### config.mk
export PLATFORM = sky130hd
export DESIGN_NAME = mem_burst_arbiter
export DESIGN_NICKNAME = d
export VERILOG_FILES = /design/src/rtl/mem_burst_arbiter.sv
export SDC_FILE = /design/constraint.sdc
export NUM_CORES = 1
export LEC_CHECK = 0
export CORE_ASPECT_RATIO = 1.2
export CORE_MARGIN = 5
export CORE_UTILIZATION = 58
export CTS_CLUSTER_DIAMETER = 30
export DETAILED_ROUTE_END_ITERATION = 12
export DONT_BUFFER_PORTS = 1
export GPL_ROUTABILITY_DRIVEN = 0
export PLACE_DENSITY = 0.74
export SETUP_SLACK_MARGIN = 0.3
export SYNTH_ARGS = -nofsm -noshare
export SYNTH_HDL_FRONTEND = slang
export SYNTH_SLANG_ARGS = --single-unit
### constraint.sdc
create_clock -name clk -period 1.65 [get_ports clk]
set_clock_uncertainty 0.1 [all_clocks]
set_input_delay 0 -clock clk [delete_from_list [all_inputs] [get_ports clk]]
set_output_delay 0 -clock clk [all_outputs]
set_load 0.03 [all_outputs]
### src/rtl/mem_burst_arbiter.sv
`timescale 1ns/1ps
// Round-robin burst arbiter giving two clients shared access to a 512x20 two-port RAM.
// Defining MEM_BURST_ARB_STATS_EN adds saturating per-client beat counters with a sync clear.
module mem_burst_arbiter #(
    parameter int AW = 9,
    parameter int DW = 20,
    parameter int LW = 3
) (
    input  logic          clk,
    input  logic          rst_n,
    input  logic          req_0,
    input  logic          req_1,
    input  logic          we_0,
    input  logic          we_1,
    input  logic [AW-1:0] addr_0,
    input  logic [AW-1:0] addr_1,
    input  logic [LW-1:0] len_0,
    input  logic [LW-1:0] len_1,
    input  logic [DW-1:0] wdata_0,
    input  logic [DW-1:0] wdata_1,
    output logic          gnt_0,
    output logic          gnt_1,
    output logic          wnext_0,
    output logic          wnext_1,
    output logic          rvalid_0,
    output logic          rvalid_1,
    output logic [DW-1:0] rdata,
    output logic          busy,
    output logic [AW-1:0] mem_ra,
    output logic [AW-1:0] mem_wa,
    output logic          mem_write,
    output logic [DW-1:0] mem_d,
    input  logic [DW-1:0] mem_q
`ifdef MEM_BURST_ARB_STATS_EN
    ,
    input  logic          stats_clr,
    output logic [15:0]   beats_0,
    output logic [15:0]   beats_1
`endif
);

    typedef enum logic {IDLE, BURST} state_t;

    state_t        state_q, state_d;
    logic          owner_q, owner_d;
    logic          we_q, we_d;
    logic [AW-1:0] addr_q, addr_d;
    logic [LW-1:0] len_q, len_d;
    logic [LW-1:0] beat_q, beat_d;
    logic          last_q, last_d;
    logic          rvld_q, rvld_d;
    logic          rown_q, rown_d;
    logic          sel;

    always_ff @(posedge clk or negedge rst_n) begin
        if (!rst_n) begin
            state_q <= IDLE;
            owner_q <= 1'b0;
            we_q    <= 1'b0;
            addr_q  <= '0;
            len_q   <= '0;
            beat_q  <= '0;
            last_q  <= 1'b1;
            rvld_q  <= 1'b0;
            rown_q  <= 1'b0;
        end else begin
            state_q <= state_d;
            owner_q <= owner_d;
            we_q    <= we_d;
            addr_q  <= addr_d;
            len_q   <= len_d;
            beat_q  <= beat_d;
            last_q  <= last_d;
            rvld_q  <= rvld_d;
            rown_q  <= rown_d;
        end
    end

    always_comb begin
        state_d   = state_q;
        owner_d   = owner_q;
        we_d      = we_q;
        addr_d    = addr_q;
        len_d     = len_q;
        beat_d    = beat_q;
        last_d    = last_q;
        rvld_d    = 1'b0;
        rown_d    = rown_q;
        sel       = 1'b0;
        gnt_0     = 1'b0;
        gnt_1     = 1'b0;
        wnext_0   = 1'b0;
        wnext_1   = 1'b0;
        mem_write = 1'b0;
        busy      = 1'b0;
        case (state_q)
            IDLE: begin
                if (req_0 || req_1) begin
                    // On contention the client that did not win last time goes first.
                    sel     = (req_0 && req_1) ? ~last_q : req_1;
                    gnt_0   = ~sel;
                    gnt_1   = sel;
                    owner_d = sel;
                    last_d  = sel;
                    we_d    = sel ? we_1 : we_0;
                    addr_d  = sel ? addr_1 : addr_0;
                    len_d   = sel ? len_1 : len_0;
                    beat_d  = '0;
                    state_d = BURST;
                end
            end
            BURST: begin
                busy      = 1'b1;
                mem_write = we_q;
                wnext_0   = we_q & ~owner_q;
                wnext_1   = we_q & owner_q;
                rvld_d    = ~we_q;
                rown_d    = owner_q;
                addr_d    = addr_q + 1'b1;
                beat_d    = beat_q + 1'b1;
                if (beat_q == len_q) begin
                    state_d = IDLE;
                end
            end
            default: state_d = IDLE;
        endcase
    end

    // The final read beat's rvalid lands in IDLE, so it is driven from its own register.
    assign rvalid_0 = rvld_q & ~rown_q;
    assign rvalid_1 = rvld_q & rown_q;
    assign rdata    = mem_q;
    assign mem_ra   = addr_q;
    assign mem_wa   = addr_q;
    assign mem_d    = owner_q ? wdata_1 : wdata_0;

`ifdef MEM_BURST_ARB_STATS_EN
    logic [15:0] beats0_q, beats0_d;
    logic [15:0] beats1_q, beats1_d;

    always_comb begin
        beats0_d = beats0_q;
        beats1_d = beats1_q;
        if (stats_clr) begin
            beats0_d = '0;
            beats1_d = '0;
        end else if (state_q == BURST) begin
            if (!owner_q && beats0_q != 16'hFFFF) beats0_d = beats0_q + 16'd1;
            if (owner_q && beats1_q != 16'hFFFF)  beats1_d = beats1_q + 16'd1;
        end
    end

    always_ff @(posedge clk or negedge rst_n) begin
        if (!rst_n) begin
            beats0_q <= '0;
            beats1_q <= '0;
        end else begin
            beats0_q <= beats0_d;
            beats1_q <= beats1_d;
        end
    end

    assign beats_0 = beats0_q;
    assign beats_1 = beats1_q;
`endif

endmodule
==> summary.md <==
| Metric | Value |
|---|---|
| Final setup vio count | `0` |
| Die area | `between 4000 and 5000 µm²` |
| RSZ-0062 raised after global routing | `true` |
| Number of global-route vias before repair | `around 1700` |
| Post-DP HPWL | `~3.7 mm` |
| TritonCTS Buffers | `3` |
| Pwr per Cell Area | `1880 nW/µm²` |
| Worst-path clk slew | `0.13 ns` |
| Placed cell area | `roughly 1600 µm²` |
| H-Tree Depth | `1` |
| CTS Sinks | `21` |
| Leak | `about 1.0 nW` |
| Antenna-violating nets left | `0` |
| Top_reg_cell synth | `dfrtp_1` |
| Crit path DAT | `~1.6 ns` |
| Crit path launch | `last_q` |
| Initial antenna violation count | `0` |
| I/O Pins | `approximately 160` |
| Layout net count | `between 300 and 400` |
| Total gr overflow | `0` |
| Die Y | `around 69 µm` |
| Rows | `21` |
| Yosys cell types | `35` |
| Core area | `roughly 2800 µm²` |
| Number of diodes | `0` |
| CP Buf/Inv Count | `1` |
| # hold bufs at CTS | `between 40 and 50` |
| Worst hold slack | `-0.358 ns` |
| Die Wd | `59.1 µm` |
| Crit path kind | `reg -> reg` |
| GRT Util Overall | `0.266` |
| Initial core utilization | `0.603` |
| Initial DRC Count | `37` |
| Cells after Synth | `between 150 and 200` |
| Highest-delay cell along the critical path | `dfstp_2` |
| Largest net degree at the start of global routing | `22` |
| Mux share of post-synthesis cell area | `0.172` |
| CTS Buffer Depth | `2` |
| Worst flop-to-flop path startpoint | `last_q` |
| Fraction of layout cells with a size suffix above 1 | `0.395` |
| Post-Syn Area per Cell | `just under 10 µm²` |
| Final Cycle Share | `0.881` |
| MaxCap Viol Count | `0` |
| Largest stage delay, worst path | `between 0.5 and 0.6 ns` |
| Setup TNS Final | `0 ns` |
| Critical Path RT | `1.75 ns` |
| Post-layout instance area | `2430 µm²` |
| CTS tree | `yes` |
| Synth Area in Compound Gates | `0.155` |
| Slew HR | `0.323` |
| Failing checks | `hold timing` |
| CP top delay family | `flip-flops` |
| Seq cells post-synth | `21` |
| HP Start | `req_0` |
| Net Count, Synth | `around 270` |
| Yosys Warn Count | `0` |
| Max-slew violations | `0` |
| Hold crit path type | `in -> reg` |
| Vias per cell | `6.25` |
| XOR/XNOR share of the synthesized area | `0.0574` |
| Share of the yosys chip area belonging to registers | `0.314` |
| Peak supply drop | `0.00120 V` |
| F_max | `between 600 and 700 MHz` |
| Clock Latency Late Sink | `~0.31 ns` |
| CP cell instances | `a21bo_4, buf_6, mux2i_1, o21ai_1` |
| Adder-cell area share of the yosys netlist | `0.0149` |
| Type of origin of the critical path | `register` |
| PortBufs | `0` |
| Total Routed Length | `5.98 mm` |
| CTS Root Cell | `clkbuf_4` |
| Synth-to-layout area growth | `44.6%` |
| Crit end category | `register` |
| Via count | `~1600` |
| Worst Path Max Fanout | `7` |
| Post-synthesis simple-gate area fraction | `0.118` |
| Hold Fails Final Rpt | `8` |
| Ys async rst share | `1.00` |
| Main combinational cell family by area after synthesis | `multiplexers` |
| Average wire per standard cell | `24.0 µm` |
| Tmin final | `roughly 1.5 ns` |
| Worst-Margin Slew | `~1 ns` |
| Post-synth EDFFs | `0` |
| DR DRC count | `0` |
| Syn Std Cell Area | `1680 µm²` |
| TritonRoute pass-1 iters | `4` |
| First-pass GRT wire length | `between 8 and 9 mm` |
| Outcome | `finished with violations` |
## cell usage after synthesis, types with 2 or more instances
master | n | area, µm²
buf_4 | 29 | 218
mux2_2 | 23 | 259
dfrtp_1 | 20 | 500
nand2_1 | 11 | 41.3
nor2_1 | 11 | 41.3
o22ai_1 | 9 | 56.3
o21ai_0 | 7 | 35.0
xor2_1 | 6 | 52.6
xnor2_1 | 5 | 43.8
a21oi_1 | 4 | 20.0
buf_2 | 4 | 20.0
nand3_1 | 4 | 20.0
o221ai_2 | 4 | 60.1
buf_6 | 3 | 33.8
mux2i_1 | 3 | 30.0
o21ai_1 | 3 | 15.0
o221ai_1 | 3 | 26.3
a32oi_1 | 2 | 17.5
and2_1 | 2 | 12.5
and3_1 | 2 | 12.5
buf_1 | 2 | 7.51
ha_1 | 2 | 25.0
nor2b_1 | 2 | 12.5
## registers in the layout (all words and copies together) (netlist names)
register,cells
mem_ra,9
rown_q,1
owner_q,1
beat_q,3
rvld_q,1
state_q,1
last_q,1
we_q,1
len_q,3
## through the flow
step	hold WS [ns]	worst slack, ns	utilization	total power (W)	instances
after global placement	-0.395	0.229	0.580	0.00345	186
after detailed placement	-0.395	0.180	0.580	0.00353	186
after global routing	-0.359	0.151	0.872	0.00477	249
after CTS	-0.357	0.237	0.853	0.00436	249
final	-0.358	0.196	0.872	0.00456	249
after floorplan	-0.396	0.243	-	0.00326	173
## worst register-to-register path, cell delays in order, from the launching register on
cell	delay (ns)
dfstp_2	0.58
a21bo_4	0.24
buf_6	0.14
mux2i_1	0.21
o21ai_1	0.08
## cell type report
class | instances | area [µm²]
flip-flops and latches | 21 | 533
clock inverters | 1 | 5.00
fillers | 141 | 358
clock buffers | 3 | 22.5
repair buffers | 76 | 776
multi-input cells | 113 | 1040
well taps | 34 | 42.5
inverters | 1 | 7.51
## power by group
group / switching (W) / total (W) / internal [W]
sequential: 0.000314 / 0.00110 / 0.000791
clock: 0.000165 / 0.000256 / 0.0000905
combinational: 0.00189 / 0.00320 / 0.00130
total: 0.00237 / 0.00456 / 0.00218
## cell families after synthesis
group | after synthesis
compound gates | 35
xor+xnor | 11
fa+ha+maj | 2
buf+inv | 39
flops | 21
mux | 26
simple gates | 39
## cell usage in the layout, fill, tap and decap left out, types with 6 or more instances in the layout
master / instances
dlygate4sd3_1: 48
buf_4: 18
mux2_4: 20
dfrtp_1: 15
xor2_1: 6
buf_6: 6
nand2_1: 10
o22ai_1: 8
nor2_1: 10
o21ai_0: 7
o221ai_2: 6
## layer usage
layer	global-route usage	part of all wire	vias to the layer above
met4	0.0652	0.011	0
met5	0	0	-
met2	0.541	0.57	116
met3	0.0894	0.11	9
met1	0.249	0.32	760
li1	-	-	672
## repair_timing
action | in CTS | in global routing
endpoints found under the hold margin | 59 | 7
endpoints found under the setup margin | 36 | 40
gates resized for setup | 38 | 11
gates cloned | 1 | 0
pin swaps | 9 | 2
buffers inserted | 10 | 0
## final timing paths
path | to | slack [ns] | cells past startpoint
setup / recovery | we_q | 0.20 | 4
hold / removal | last_q | -0.36 | 1
setup reg to reg | we_q | 0.20 | 4
hold reg to reg | rvld_q | 0.42 | 1
max in group asynchronous | state_q | 0.57 | 1
min in group asynchronous | mem_ra[4] | 0.19 | 1
Note: power is estimated with default switching activity, not from simulation.
